[src/rtl/mem_ctrl_if.sv]
// mem_ctrl_if: bundles the CPU request/response channel and the RAM bus that
// surround mem_ctrl.
//   CPU side : req_valid/req_ready handshake, req_we, req_addr[9:0],
//              req_size[1:0], req_signed, req_wdata[31:0];
//              resp_valid pulse, resp_rdata[31:0], resp_err.
//   RAM side : ram_addr[7:0] (word address), ram_cs, ram_rd, ram_oe,
//              ram_wdata[31:0], ram_rdata[31:0] (combinational from RAM).
// Modports: slave = the controller, master = the CPU plus RAM environment.
interface mem_ctrl_if;
  logic        req_valid;
  logic        req_ready;
  logic        req_we;
  logic [9:0]  req_addr;
  logic [1:0]  req_size;
  logic        req_signed;
  logic [31:0] req_wdata;
  logic        resp_valid;
  logic [31:0] resp_rdata;
  logic        resp_err;
  logic [7:0]  ram_addr;
  logic        ram_cs;
  logic        ram_rd;
  logic        ram_oe;
  logic [31:0] ram_wdata;
  logic [31:0] ram_rdata;

  modport slave (
    input  req_valid, req_we, req_addr, req_size, req_signed, req_wdata, ram_rdata,
    output req_ready, resp_valid, resp_rdata, resp_err,
           ram_addr, ram_cs, ram_rd, ram_oe, ram_wdata
  );

  modport master (
    output req_valid, req_we, req_addr, req_size, req_signed, req_wdata, ram_rdata,
    input  req_ready, resp_valid, resp_rdata, resp_err,
           ram_addr, ram_cs, ram_rd, ram_oe, ram_wdata
  );
endinterface

[src/rtl/mem_ctrl.sv]
// mem_ctrl: byte/halfword/word load-store controller in front of a 256 x 32
// single-port RAM. Sub-word stores are performed as read-modify-write.
// Ports:
//   clk        single clock, all state on posedge
//   rst_n      asynchronous active-low reset
//   bus        mem_ctrl_if.slave (CPU request/response + RAM bus)
// Parameter:
//   BIG_ENDIAN 0 = byte 0 in bits [7:0], 1 = byte 0 in bits [31:24]
// Configuration macro:
//   MEM_CTRL_ALIGN_CHECK_EN  defined   : misaligned half/word accesses
//                                        complete with resp_err and no RAM access
//                            undefined : misaligned low address bits are
//                                        cleared and the access proceeds
//   A reserved size (3) is always an error.
module mem_ctrl #(
  parameter bit BIG_ENDIAN = 1'b0
) (
  input logic clk,
  input logic rst_n,
  mem_ctrl_if.slave bus
);

  localparam logic [1:0] IDLE  = 2'd0;
  localparam logic [1:0] READ  = 2'd1;
  localparam logic [1:0] WRITE = 2'd2;
  localparam logic [1:0] RESP  = 2'd3;

  localparam logic [1:0] SZ_BYTE = 2'd0;
  localparam logic [1:0] SZ_HALF = 2'd1;
  localparam logic [1:0] SZ_WORD = 2'd2;

  logic [1:0]  state_r;
  logic [1:0]  next_state_s;
  logic        we_r;
  logic [9:0]  addr_r;
  logic [1:0]  size_r;
  logic        signed_r;
  logic [31:0] wdata_r;
  logic [31:0] word_r;
  logic [31:0] resp_rdata_r;
  logic        resp_err_r;

  logic        accept_s;
  logic        acc_err_s;
  logic [9:0]  acc_addr_s;
  logic [31:0] resp_rdata_s;
  logic        resp_err_s;

  // Pick the addressed byte/half out of a RAM word and extend it.
  function automatic logic [31:0] load_extract(input logic [31:0] word,
                                               input logic [1:0]  a,
                                               input logic [1:0]  size,
                                               input logic        sgn,
                                               input logic        be);
    logic [1:0]  lane;
    logic        lane_h;
    logic [7:0]  b;
    logic [15:0] h;
    logic [31:0] r;
    lane   = be ? (2'd3 - a) : a;
    lane_h = be ? ~a[1] : a[1];
    b      = word[{lane, 3'b000} +: 8];
    h      = word[{lane_h, 4'b0000} +: 16];
    case (size)
      SZ_BYTE: r = {{24{sgn & b[7]}}, b};
      SZ_HALF: r = {{16{sgn & h[15]}}, h};
      SZ_WORD: r = word;
      default: r = 32'h0000_0000;
    endcase
    return r;
  endfunction

  // Replace only the addressed lanes of the captured word with store data.
  function automatic logic [31:0] store_merge(input logic [31:0] word,
                                              input logic [31:0] wd,
                                              input logic [1:0]  a,
                                              input logic [1:0]  size,
                                              input logic        be);
    logic [1:0]  lane;
    logic        lane_h;
    logic [31:0] r;
    lane   = be ? (2'd3 - a) : a;
    lane_h = be ? ~a[1] : a[1];
    r      = word;
    case (size)
      SZ_BYTE: r[{lane, 3'b000} +: 8]    = wd[7:0];
      SZ_HALF: r[{lane_h, 4'b0000} +: 16] = wd[15:0];
      SZ_WORD: r = wd;
      default: r = word;
    endcase
    return r;
  endfunction

  assign accept_s = bus.req_valid && (state_r == IDLE);

  // Classify the incoming request: error detection and effective address.
  always_comb begin
    acc_err_s  = (bus.req_size == 2'd3);
    acc_addr_s = bus.req_addr;
`ifdef MEM_CTRL_ALIGN_CHECK_EN
    if ((bus.req_size == SZ_HALF) && bus.req_addr[0]) begin
      acc_err_s = 1'b1;
    end else if ((bus.req_size == SZ_WORD) && (bus.req_addr[1:0] != 2'b00)) begin
      acc_err_s = 1'b1;
    end else begin
      acc_err_s = (bus.req_size == 2'd3);
    end
`else
    if (bus.req_size == SZ_HALF) begin
      acc_addr_s[0] = 1'b0;
    end else if (bus.req_size == SZ_WORD) begin
      acc_addr_s[1:0] = 2'b00;
    end else begin
      acc_addr_s = bus.req_addr;
    end
`endif
  end

  // Next-state logic; sub-word stores read first so untouched lanes survive.
  always_comb begin
    next_state_s = state_r;
    case (state_r)
      IDLE: begin
        if (!accept_s) begin
          next_state_s = IDLE;
        end else if (acc_err_s) begin
          next_state_s = RESP;
        end else if (!bus.req_we) begin
          next_state_s = READ;
        end else if (bus.req_size == SZ_WORD) begin
          next_state_s = WRITE;
        end else begin
          next_state_s = READ;
        end
      end
      READ:    next_state_s = we_r ? WRITE : RESP;
      WRITE:   next_state_s = RESP;
      RESP:    next_state_s = IDLE;
      default: next_state_s = IDLE;
    endcase
  end

  // Response payload, registered so it is valid exactly during RESP.
  always_comb begin
    resp_rdata_s = 32'h0000_0000;
    resp_err_s   = 1'b0;
    if (accept_s && acc_err_s) begin
      resp_err_s = 1'b1;
    end else if ((state_r == READ) && !we_r) begin
      resp_rdata_s = load_extract(bus.ram_rdata, addr_r[1:0], size_r, signed_r, BIG_ENDIAN);
    end else begin
      resp_rdata_s = 32'h0000_0000;
      resp_err_s   = 1'b0;
    end
  end

  // State, latched request fields, captured RAM word and response registers.
  always_ff @(posedge clk or negedge rst_n) begin
    if (!rst_n) begin
      state_r      <= IDLE;
      we_r         <= 1'b0;
      addr_r       <= 10'd0;
      size_r       <= 2'd0;
      signed_r     <= 1'b0;
      wdata_r      <= 32'h0000_0000;
      word_r       <= 32'h0000_0000;
      resp_rdata_r <= 32'h0000_0000;
      resp_err_r   <= 1'b0;
    end else begin
      state_r      <= next_state_s;
      resp_rdata_r <= resp_rdata_s;
      resp_err_r   <= resp_err_s;
      if (accept_s) begin
        we_r     <= bus.req_we;
        addr_r   <= acc_addr_s;
        size_r   <= bus.req_size;
        signed_r <= bus.req_signed;
        wdata_r  <= bus.req_wdata;
      end
      if (state_r == READ) begin
        word_r <= bus.ram_rdata;
      end
    end
  end

  // RAM strobes decoded from registered state only, so reset drops ram_cs at once.
  always_comb begin
    bus.ram_cs    = 1'b0;
    bus.ram_rd    = 1'b1;
    bus.ram_oe    = 1'b0;
    bus.ram_wdata = 32'h0000_0000;
    case (state_r)
      READ: begin
        bus.ram_cs = 1'b1;
        bus.ram_rd = 1'b1;
        bus.ram_oe = 1'b1;
      end
      WRITE: begin
        bus.ram_cs    = 1'b1;
        bus.ram_rd    = 1'b0;
        bus.ram_oe    = 1'b0;
        bus.ram_wdata = store_merge(word_r, wdata_r, addr_r[1:0], size_r, BIG_ENDIAN);
      end
      default: begin
        bus.ram_cs    = 1'b0;
        bus.ram_rd    = 1'b1;
        bus.ram_oe    = 1'b0;
        bus.ram_wdata = 32'h0000_0000;
      end
    endcase
  end

  assign bus.ram_addr   = addr_r[9:2];
  assign bus.req_ready  = (state_r == IDLE);
  assign bus.resp_valid = (state_r == RESP);
  assign bus.resp_rdata = resp_rdata_r;
  assign bus.resp_err   = resp_err_r;

endmodule

[src/flat_wrapper.sv]
// flat-port wrapper written by rule: the top's interface ports become plain ports
module mem_ctrl_flat 
#(
  parameter bit BIG_ENDIAN = 1'b0
)
  (clk, rst_n, bus_req_valid, bus_req_we, bus_req_addr, bus_req_size, bus_req_signed, bus_req_wdata, bus_ram_rdata, bus_req_ready, bus_resp_valid, bus_resp_rdata, bus_resp_err, bus_ram_addr, bus_ram_cs, bus_ram_rd, bus_ram_oe, bus_ram_wdata);
  mem_ctrl_if bus_i ();
  input logic clk;
  input logic rst_n;
  input wire logic [$bits(bus_i.req_valid)-1:0] bus_req_valid;
  input wire logic [$bits(bus_i.req_we)-1:0] bus_req_we;
  input wire logic [$bits(bus_i.req_addr)-1:0] bus_req_addr;
  input wire logic [$bits(bus_i.req_size)-1:0] bus_req_size;
  input wire logic [$bits(bus_i.req_signed)-1:0] bus_req_signed;
  input wire logic [$bits(bus_i.req_wdata)-1:0] bus_req_wdata;
  input wire logic [$bits(bus_i.ram_rdata)-1:0] bus_ram_rdata;
  output wire logic [$bits(bus_i.req_ready)-1:0] bus_req_ready;
  output wire logic [$bits(bus_i.resp_valid)-1:0] bus_resp_valid;
  output wire logic [$bits(bus_i.resp_rdata)-1:0] bus_resp_rdata;
  output wire logic [$bits(bus_i.resp_err)-1:0] bus_resp_err;
  output wire logic [$bits(bus_i.ram_addr)-1:0] bus_ram_addr;
  output wire logic [$bits(bus_i.ram_cs)-1:0] bus_ram_cs;
  output wire logic [$bits(bus_i.ram_rd)-1:0] bus_ram_rd;
  output wire logic [$bits(bus_i.ram_oe)-1:0] bus_ram_oe;
  output wire logic [$bits(bus_i.ram_wdata)-1:0] bus_ram_wdata;
  assign bus_i.req_valid = bus_req_valid;
  assign bus_i.req_we = bus_req_we;
  assign bus_i.req_addr = bus_req_addr;
  assign bus_i.req_size = bus_req_size;
  assign bus_i.req_signed = bus_req_signed;
  assign bus_i.req_wdata = bus_req_wdata;
  assign bus_i.ram_rdata = bus_ram_rdata;
  assign bus_req_ready = bus_i.req_ready;
  assign bus_resp_valid = bus_i.resp_valid;
  assign bus_resp_rdata = bus_i.resp_rdata;
  assign bus_resp_err = bus_i.resp_err;
  assign bus_ram_addr = bus_i.ram_addr;
  assign bus_ram_cs = bus_i.ram_cs;
  assign bus_ram_rd = bus_i.ram_rd;
  assign bus_ram_oe = bus_i.ram_oe;
  assign bus_ram_wdata = bus_i.ram_wdata;
  mem_ctrl #(.BIG_ENDIAN(BIG_ENDIAN)) u_core (.clk(clk), .rst_n(rst_n), .bus(bus_i));
endmodule
[config.mk]
export PLATFORM = sky130hd
export DESIGN_NAME = mem_ctrl_flat
export DESIGN_NICKNAME = d
export VERILOG_FILES = /design/src/rtl/mem_ctrl_if.sv /design/src/rtl/mem_ctrl.sv /design/src/flat_wrapper.sv
export SDC_FILE = /design/constraint.sdc
export NUM_CORES = 1
export LEC_CHECK = 0
export CAP_MARGIN = 5
export CORE_ASPECT_RATIO = 1.5
export CORE_MARGIN = 2
export CORE_UTILIZATION = 25
export CTS_BUF_LIST = sky130_fd_sc_hd__clkbuf_8
export DETAILED_ROUTE_END_ITERATION = 6
export GPL_TIMING_DRIVEN = 0
export SLEW_MARGIN = 10
export SYNTH_ARGS = -nofsm -noshare
export SYNTH_HDL_FRONTEND = slang
export SYNTH_SLANG_ARGS = --single-unit
[constraint.sdc]
create_clock -name clk -period 2.32 [get_ports clk]
set_input_delay 0.348 -clock clk [delete_from_list [all_inputs] [get_ports clk]]
set_output_delay 0.348 -clock clk [all_outputs]
set_load 0.01 [all_outputs]
==> results of run 1 <==
area by class of cell:
cell class                 instances  area share, %
multi-input combinational        330           33.9
sequential                       113           32.4
timing repair buffer             194           21.3
tap                              276           3.96
buffer                            40           3.18
clock buffer                      18           2.84
clock inverter                    14           1.91
inverter                           8          0.473
state kept, by name, summed over array words and instances (netlist names):
signal                 count
u_core.addr_r             10
u_core.bus.resp_err        1
u_core.bus.resp_rdata     32
u_core.signed_r            1
u_core.size_r              2
u_core.state_r             2
u_core.wdata_r            32
u_core.we_r                1
u_core.word_r             32
power breakdown:
part,internal [uW],switching [uW]
clock,1080,899
sequential,2810,743
combinational,3340,3160
total,7230,4800
worst max-delay path: stages, from the launching register on:
cell	delay [ns]
dfrtp_1	0.39
inv_2	0.09
ha_4	0.19
or3b_4	0.42
buf_8	0.14
nor3_4	0.15
buf_12	0.15
a22o_1	0.12
a21o_1	0.14
buf_2	0.15
routing by layer:
| metal | track usage (%) | share of wire, % | vias up |
|---|---|---|---|
| met4 | 10.6 | 5.6 | 0 |
| met5 | 0 | 0 | - |
| met1 | 18.5 | 37 | 2430 |
| met3 | 2.68 | 4.6 | 46 |
| met2 | 31.3 | 53 | 182 |
| li1 | - | - | 2259 |
kinds of logic (layout without fill, tap and decap cells):
family	count (synthesis)	in the layout	synth area share [%]
compound gates	139	139	16.9
fa+ha+maj	9	9	1.97
buf+inv	50	274	4.28
flops	113	113	49.3
mux	106	106	20.6
simple gates	76	76	6.86
per-stage QoR:
stage	total power (uW)	util, %	TNS (ns)
2_1_floorplan	6740	-	0
3_3_place_gp	9000	34.1	-433.85
3_5_place_dp	9060	34.3	-27.55
4_1_cts	11900	38.6	-10.99
5_1_grt	12700	38.9	-12.19
6_report	12000	38.9	-9.47
worst max-delay path by stage:
stage                                            to
after floorplan                   bus_ram_wdata[16]
after global placement    u_core.bus.resp_rdata[18]
after detailed placement          bus_ram_wdata[22]
after CTS                         bus_ram_wdata[30]
after global routing              bus_ram_wdata[15]
final                             bus_ram_wdata[11]
placed cells by master (no fill, tap or decap), types with 3 or more instances in the layout:
master	n
clkbuf_2	4
buf_2	32
nor2_1	12
a22o_1	26
a22oi_1	23
nand3_1	3
clkbuf_1	6
mux2i_1	10
a21oi_4	5
o21ai_2	3
buf_12	4
clkbuf_8	18
clkinv_2	3
dfrtp_1	112
a21oi_1	31
clkbuf_4	5
bufinv_16	3
clkdlybuf4s50_1	124
ha_4	3
a32oi_1	5
mux2_2	96
buf_6	22
o22ai_4	7
buf_4	29
inv_1	5
o21a_1	3
ha_1	5
nand2_1	29
clkinvlp_4	4
a21o_1	8
clkinv_4	5
a22oi_2	4
a21oi_2	4
nor2b_1	14
a221o_1	4
o22ai_1	7
timing repair:
item,4_1_cts,5_1_grt
gates cloned,0,1
resized for setup,228,23
pin swaps,29,11
buffers inserted,32,3
hold endpoints to repair,53,0
hold buffers,1,0
setup endpoints to repair,44,60
==> results by group, run 1 <==
Status
  – Run status: finished with violations
  – Failing checks: setup timing

Flow run
  – Maxcap violations: 0

STA
  – Relative slew margins: 48.1%
  – Final hold viol count: 0
  – Hold WS: 0.420 ns
  – Tmin final: 2.74 ns
  – Fmax: 365 MHz
  – Setup ws final: -0.423 ns
  – Worst-Margin Slew: 0.778 ns
  – Unrepaired setup endpoints after global routing: yes
  – Period utilisation layout: 118%
  – Clk_skew: 0.0172 ns
  – Max-slew violation count: 0
  – Final setup violation count: 32

Routing
  – Drt pass-1 iters: 5
  – Vias: 4917
  – WL final: 20500 um
  – DRT iter0 DRCs: 212
  – Residual DRC: 0
  – Drt wl/cell: 20.7 um
  – Via-to-Cell Ratio: 4.95
  – Number of routed nets with antenna violations: 0

Power
  – Worst ir drop on vdd: 525 uV
  – Static Leakage: 0.00369 uW
  – Power Dens Cells: 1380 nW/um^2

GRT
  – First-pass GRT wire length: 31000 um
  – Vias in the first global route: 5143
  – GR Util All Layers: 17.3%
  – Gr ovfl total: 0
  – Largest net degree at the start of global routing: 61
  – Antenna violations before repair: 0

Critical path
  – Crit path max fanout: 8
  – Crit start category: flip-flop
  – R2R Path End: u_core.bus.resp_rdata[14]
  – WP data arrival: 2.40 ns
  – Worst Setup Path Type: reg -> out
  – Crit path capture type: output pin
  – CP Launch Point: u_core.state_r[0]
  – Worst R2R Path Depth: 9
  – Reg2reg setup slack: 0.23 ns
  – Worst r2r src: u_core.state_r[0]
  – CP required: 1.97 ns

Cells and area
  – Share of layout cells above drive strength 1: 38.4%
  – Fin cells: 993
  – Reg area: 2830 sq um
  – Multi-input gate area: 2960 sq um
  – Filler Cell Count: 2172
  – Syn-to-layout area delta: 52.3%
  – Cell area after layout: 8730 sq um
  – ANT cells: 0
  – Final nets: 794

Synthesis
  – Ys async rst share: 100%
  – EDFF count, synth: 0
  – Post-synth net total: 583
  – Top cells by area, synth: dfrtp_1 49%, mux2_2 19%, a22o_1 4.1%, a22oi_1 3.5%, a21oi_1 3.4%
  – Main flop type after synthesis: dfrtp_1
  – Cells after Synth: 493
  – Yosys top cell area share: 49.3%
  – Synthesized flop and latch total: 113
  – Seq/Total Area, Yosys: 49.3%
  – Yosys cell types: 36
  – Count leader, synth: dfrtp_1
  – Average size of a mapped cell: 11.6 sq um
  – Leading area contributor after synthesis: dfrtp_1
  – Number of synthesis warnings: 0
  – Post-synthesis cell area: 5730 sq um
  – Synth top cells by count: 113 x dfrtp_1, 96 x mux2_2, 39 x a21oi_1

Placed design
  – Placed cell count: 928
  – Dpl ws: -1.02 ns
  – Placed Area: 7690 sq um
  – Hpwl dp: 15200 um
  – # port buffers: 158
  – Final GP Congestion: 0.941

Clock tree
  – Clock Sinks: 113
  – CTS Buf Count: 17
  – Root Buffer Master: clkbuf_8
  – H-tree depth: 4
  – CTS tree: built
  – Reg clk slew, reported paths: 0.08 ns
  – Worst-skew pair later-pin latency: 0.45 ns
  – Clock buffer depth: 2

Die
  – Die height: 189 um
  – Die X: 128 um
  – Die ar.: 24200 sq um
  – Core area: 22500 sq um
  – Row Count: 67
  – I/O pin cnt: 159
  – Effective utilization at floorplan: 25.5%

Hold path
  – Hold WC Path Type: in -> async
Power figures use the tool's default switching activity.
==> run 2, diff against run 1 <==
--- a/config.mk
+++ b/config.mk
@@ -8,10 +8,11 @@
 export CAP_MARGIN = 5
 export CORE_ASPECT_RATIO = 1.5
 export CORE_MARGIN = 2
-export CORE_UTILIZATION = 25
+export CORE_UTILIZATION = 40
 export CTS_BUF_LIST = sky130_fd_sc_hd__clkbuf_8
 export DETAILED_ROUTE_END_ITERATION = 6
 export GPL_TIMING_DRIVEN = 0
+export PLACE_DENSITY = 0.71
 export SLEW_MARGIN = 10
 export SYNTH_ARGS = -nofsm -noshare
 export SYNTH_HDL_FRONTEND = slang
==> run 2 against run 1 <==
  * The flow still finishes with violations (setup timing)
  * Clock-buffer cell count is 4 higher
  * Clock power up 15%
  * Sequential share of layout area is 0.45 points higher
  * Register-to-register slack got worse by 0.14 ns
  * Clock skew down 0.0013 ns
  * Wire length fell by 4.9%
  * Die area shrank 37%
  * Worst hold slack lost 0.087 ns
  * Global-route usage is 9.1 points higher
  * Critical endpoint is now bus_ram_wdata[4]
==> results by group, run 2 (synthesized netlist as in run 1, its figures left out) <==
Placed design
  – Dpl ws: -0.973 ns (+0.0464 ns)
  – Final GP Congestion: 0.911 (-3.2%)
  – Placed cell count: 844 (-9.1%)
  – # port buffers: 158 (unchanged)
  – Hpwl dp: 13900 um (-8.9%)
  – Placed Area: 7590 sq um (-1.4%)

Hold path
  – Hold WC Path Type: in -> async

Clock tree
  – Clock buffer depth: 2 (unchanged)
  – CTS Buf Count: 17 (unchanged)
  – Reg clk slew, reported paths: 0.08 ns (about the same)
  – Clock Sinks: 113 (unchanged)
  – Worst-skew pair later-pin latency: 0.45 ns (about the same)
  – H-tree depth: 4 (unchanged)
  – CTS tree: built
  – Root Buffer Master: clkbuf_8

GRT
  – Antenna violations before repair: 0 (unchanged)
  – Vias in the first global route: 5390 (+4.8%)
  – GR Util All Layers: 26.3% (+9.1 points)
  – Largest net degree at the start of global routing: 84 (+38%)
  – First-pass GRT wire length: 29900 um (-3.5%)
  – Gr ovfl total: 0 (unchanged)

Routing
  – Drt wl/cell: 21.4 um (+3.5%)
  – Vias: 5029 (+2.3%)
  – Number of routed nets with antenna violations: 0 (unchanged)
  – Residual DRC: 0 (unchanged)
  – WL final: 19500 um (-4.9%)
  – Via-to-Cell Ratio: 5.51 (+11%)
  – Drt pass-1 iters: 4 (-1)
  – DRT iter0 DRCs: 230 (+8.5%)

Power
  – Worst ir drop on vdd: 774 uV (+48%)
  – Pwr Total: 12200 uW (+1.5%)
  – Power Dens Cells: 1420 nW/um^2 (+2.9%)
  – Static Leakage: 0.00372 uW (+0.90%)

Status
  – Failing checks: setup timing
  – Run status: finished with violations

STA
  – Unrepaired setup endpoints after global routing: yes
  – Max-slew violation count: 0 (unchanged)
  – Clk_skew: 0.0159 ns (-0.00133 ns)
  – Final setup violation count: 32 (unchanged)
  – Period utilisation layout: 118% (about the same)
  – Fmax: 365 MHz (about the same)
  – Relative slew margins: 51.1% (+3.0 points)
  – Final hold viol count: 0 (unchanged)
  – Setup ws final: -0.422 ns (+0.00186 ns)
  – Worst-Margin Slew: 0.733 ns (-0.0446 ns)
  – Tmin final: 2.74 ns (-0.00186 ns)

Critical path
  – R2R Path End: u_core.bus.resp_rdata[23]
  – Crit path max fanout: 4 (-4)
  – WP data arrival: 2.39 ns (about the same)
  – Worst R2R Path Depth: 9 (unchanged)
  – Reg2reg setup slack: 0.09 ns (-0.14 ns)
  – Worst Setup Path Type: reg -> out
  – Crit path capture type: output pin
  – CP required: 1.97 ns (about the same)
  – Crit start category: flip-flop
  – Worst r2r src: u_core.addr_r[1]

Die
  – Die height: 151 um (-21%)
  – I/O pin cnt: 159 (unchanged)
  – Die ar.: 15300 sq um (-37%)
  – Core area: 14000 sq um (-38%)
  – Effective utilization at floorplan: 41.0% (+15 points)
  – Die X: 102 um (-20%)
  – Row Count: 53 (-21%)

Cells and area
  – Commonest non-fill, non-tap cells in the layout: 124 x clkdlybuf4s50_1, 113 x dfrtp_1, 96 x mux2_2, 40 x buf_2, 34 x buf_4
  – Share of layout cells above drive strength 1: 38.8% (+0.48 points)
  – Most common cell after layout, fill and taps aside: clkdlybuf4s50_1
  – Cell area after layout: 8610 sq um (-1.4%)
  – ANT cells: 0 (unchanged)
  – Fin cells: 913 (-8.1%)
  – Syn-to-layout area delta: 50.2%
  – Core Util, Final: 61.5% (+23 points)
  – Filler Cell Count: 1164 (-46%)
  – Final nets: 800 (+0.76%)

Flow run
  – Maxcap violations: 0 (unchanged)
run 2: what timing repair did:
action,4_1_cts,5_1_grt
buffers inserted,37,3
hold buffers,1,0
hold endpoints to repair,30,0
pin swaps,33,17
resized for setup,209,23
setup endpoints to repair,33,58
run 2: report_power, final:
| group | switching, uW | internal (uW) |
|---|---|---|
| Clock | 855 | 1420 |
| Sequential | 768 | 2810 |
| Combinational | 3090 | 3270 |
run 2: worst max-delay path by stage:
| stage | depth (start not counted) | start | slack, ns | to |
|---|---|---|---|---|
| finish | 10 | u_core.addr_r[1] | -0.42 | bus_ram_wdata[4] |
| global route | 10 | u_core.addr_r[1] | -0.45 | bus_ram_wdata[4] |
| CTS | 8 | u_core.state_r[0] | -0.39 | bus_ram_wdata[30] |
| detailed placement | 9 | u_core.addr_r[1] | -0.97 | bus_ram_wdata[21] |
| global placement | 1 | rst_n | -3.23 | u_core.bus.resp_rdata[19] |
| floorplan | 8 | u_core.addr_r[1] | 0.05 | bus_ram_wdata[16] |
run 2: cell type report:
type                       instances  area [sq um]  area share [%]
multi-input combinational        330          2920            33.9
sequential                       113          2830            32.9
timing repair buffer             200          1830            21.3
clock buffer                      22           303            3.52
buffer                            40           270            3.14
tap                              192           240            2.79
clock inverter                     8           175            2.04
inverter                           8          41.3           0.480
run 2: metal layers:
metal / GRT usage, % / share of wire, % / routed length, um
met5: 0 / 0 / 0
met4: 16.4 / 5.5 / 1080
met3: 3.57 / 4.3 / 841
met2: 45.1 / 53 / 10300
met1: 30.6 / 37 / 7290
run 2: critical path, stage by stage (launching register included):
cell     delay, ns
dfrtp_1       0.42
buf_6         0.14
inv_4         0.04
buf_8         0.13
ha_4          0.16
or3_4         0.34
a21oi_4       0.22
buf_6         0.14
buf_6         0.08
a22o_1        0.14
buf_2         0.14
run 2: per-stage QoR:
step,hold slack [ns],TNS (ns)
3_3_place_gp,0.490,-390.91
2_1_floorplan,0.0524,0
3_5_place_dp,0.241,-26.34
5_1_grt,0.357,-11.83
6_report,0.333,-10.37
4_1_cts,0.336,-9.06
==> run 3, diff against run 2 <==
--- a/config.mk
+++ b/config.mk
@@ -13,6 +13,7 @@
 export DETAILED_ROUTE_END_ITERATION = 6
 export GPL_TIMING_DRIVEN = 0
 export PLACE_DENSITY = 0.71
+export SKIP_CTS_REPAIR_TIMING = 1
 export SLEW_MARGIN = 10
 export SYNTH_ARGS = -nofsm -noshare
 export SYNTH_HDL_FRONTEND = slang
==> run 3 against run 2 <==
  * The flow still finishes with violations (setup timing)
  * Final cell count shrank 0.66%
  * Clock skew barely moved
  * First-iteration DRC count rose by 34%
  * Worst setup slack better by 0.014 ns
  * Utilization down 1.0 points
  * Global-route usage is 1.5 points lower
  * Critical endpoint is now bus_ram_wdata[8]
==> results by group, run 3 (synthesized netlist as in run 1, its figures left out) <==
Die
  – Die ar.: 15300 sq um (unchanged)
  – Core area: 14000 sq um (unchanged)
  – Die height: 151 um (unchanged)
  – I/O pin cnt: 159 (unchanged)
  – Die X: 102 um (unchanged)
  – Effective utilization at floorplan: 41.0% (unchanged)
  – Row Count: 53 (unchanged)

Clock tree
  – Clock Sinks: 113 (unchanged)
  – Reg clk slew, reported paths: 0.08 ns (about the same)
  – Root Buffer Master: clkbuf_8
  – CTS Buf Count: 17 (unchanged)
  – H-tree depth: 4 (unchanged)
  – CTS tree: built
  – Worst-skew pair later-pin latency: 0.44 ns (about the same)
  – Clock buffer depth: 2 (unchanged)

Routing
  – Number of routed nets with antenna violations: 0 (unchanged)
  – Vias: 5023 (-0.12%)
  – Drt wl/cell: 20.8 um (-2.6%)
  – Residual DRC: 0 (unchanged)
  – Via-to-Cell Ratio: 5.54 (+0.54%)
  – Drt pass-1 iters: 5 (+1)
  – WL final: 18900 um (-3.3%)
  – DRT iter0 DRCs: 308 (+34%)

Placed design
  – Hpwl dp: 13900 um (unchanged)
  – Final GP Congestion: 0.911 (unchanged)
  – # port buffers: 158 (unchanged)
  – Placed Area: 7590 sq um (unchanged)
  – Placed cell count: 844 (unchanged)

STA
  – Unrepaired setup endpoints after global routing: yes
  – Worst-Margin Slew: 0.711 ns (-0.0218 ns)
  – Final hold viol count: 0 (unchanged)
  – Clk_skew: 0.0163 ns (+0.000449 ns)
  – Fmax: 367 MHz (+0.51%)
  – Setup ws final: -0.408 ns (+0.0140 ns)
  – Tmin final: 2.73 ns (-0.0140 ns)
  – Relative slew margins: 52.5% (+1.5 points)
  – Period utilisation layout: 118% (-0.60 points)
  – Max-slew violation count: 0 (unchanged)
  – Final setup violation count: 32 (unchanged)
  – Post-Route Setup TNS: -9.83 ns (+0.533 ns)

Cells and area
  – Commonest non-fill, non-tap cells in the layout: 124 x clkdlybuf4s50_1, 112 x dfrtp_1, 96 x mux2_2, 35 x buf_4, 35 x buf_2
  – Final nets: 794 (-0.75%)
  – Share of layout cells above drive strength 1: 36.5% (-2.3 points)
  – Cell area after layout: 8460 sq um (-1.7%)
  – Filler Cell Count: 1181 (+1.5%)
  – Most common cell after layout, fill and taps aside: clkdlybuf4s50_1
  – Core Util, Final: 60.5% (-1.0 points)
  – Fin cells: 907 (-0.66%)
  – ANT cells: 0 (unchanged)
  – Syn-to-layout area delta: 47.6%

GRT
  – Largest net degree at the start of global routing: 84 (unchanged)
  – Antenna violations before repair: 0 (unchanged)
  – GR Util All Layers: 24.8% (-1.5 points)
  – Gr ovfl total: 0 (unchanged)
  – First-pass GRT wire length: 28200 um (-5.8%)
  – Vias in the first global route: 5003 (-7.2%)

Flow run
  – Maxcap violations: 0 (unchanged)

Power
  – Pwr Total: 11900 uW (-2.3%)
  – Power Dens Cells: 1410 nW/um^2 (-0.58%)
  – Worst ir drop on vdd: 764 uV (-1.3%)
  – Static Leakage: 0.00367 uW (-1.3%)

Hold path
  – Hold WC Path Type: in -> async

Critical path
  – Crit path capture type: output pin
  – WP data arrival: 2.38 ns (about the same)
  – Worst Setup Path Type: reg -> out
  – Crit start category: flip-flop
  – Crit path max fanout: 6 (+2)
  – CP required: 1.97 ns (about the same)

Status
  – Failing checks: setup timing
  – Run status: finished with violations
run 3: cell types whose count changed in the layout (fill, tap and decap cells not counted), sizes merged:
cell	change
buf	-11
clkbuf	+4
clkinv	-1
clkinvlp	+1
dlygate4sd2	-1
dlymetal6s2s	+2
run 3: final cells by class:
type / count / area (sq um) / share of cell area (%)
multi-input cells: 330 / 2850 / 33.7
flip-flops and latches: 113 / 2830 / 33.4
repair buffers: 193 / 1770 / 20.9
clock buffers: 22 / 303 / 3.58
plain buffers: 41 / 250 / 2.96
well taps: 192 / 240 / 2.84
clock inverters: 8 / 175 / 2.07
inverters: 8 / 40.0 / 0.473
run 3: final timing paths:
check,endpoint,cells past startpoint,startpoint,slack [ns]
max in group asynchronous,u_core.wdata_r[2],3,rst_n,1.28
min in group clk,u_core.wdata_r[20],1,u_core.wdata_r[20],0.51
max,bus_ram_wdata[8],10,u_core.addr_r[1],-0.41
min reg2reg,u_core.wdata_r[20],1,u_core.wdata_r[20],0.51
min,u_core.word_r[25],2,rst_n,0.34
max reg2reg,u_core.bus.resp_rdata[14],8,u_core.state_r[1],0.17
run 3: per-stage QoR:
step / setup WS (ns) / hold WS, ns
after detailed placement: -0.973 / 0.241
after global placement: -3.23 / 0.490
after CTS: -1.46 / -0.235
after floorplan: 0.0472 / 0.0524
after global routing: -0.481 / 0.359
final: -0.408 / 0.342
run 3: critical path, cell delays in order, from the launching register on:
cell and delay [ns]:
dfrtp_2 0.43, buf_8 0.14, inv_4 0.03, buf_6 0.12, ha_4 0.16, or3_4 0.34
a21oi_4 0.18, buf_12 0.13, a22o_1 0.13, a21o_1 0.13, buf_2 0.14
run 3: routing by layer:
metal,wire (um),GRT usage (%),part of all wire [%]
met1,7170,29.7,38
met2,9940,41.9,53
met4,874,14.8,4.6
met3,893,3.39,4.7
met5,0,0,0
run 3: report_power, final:
part           internal (uW)  switching, uW  total (uW)
Combinational           3150           2930        6080
Sequential              2810            775        3580
Clock                   1420            849        2270
Total                   7380           4550       11900
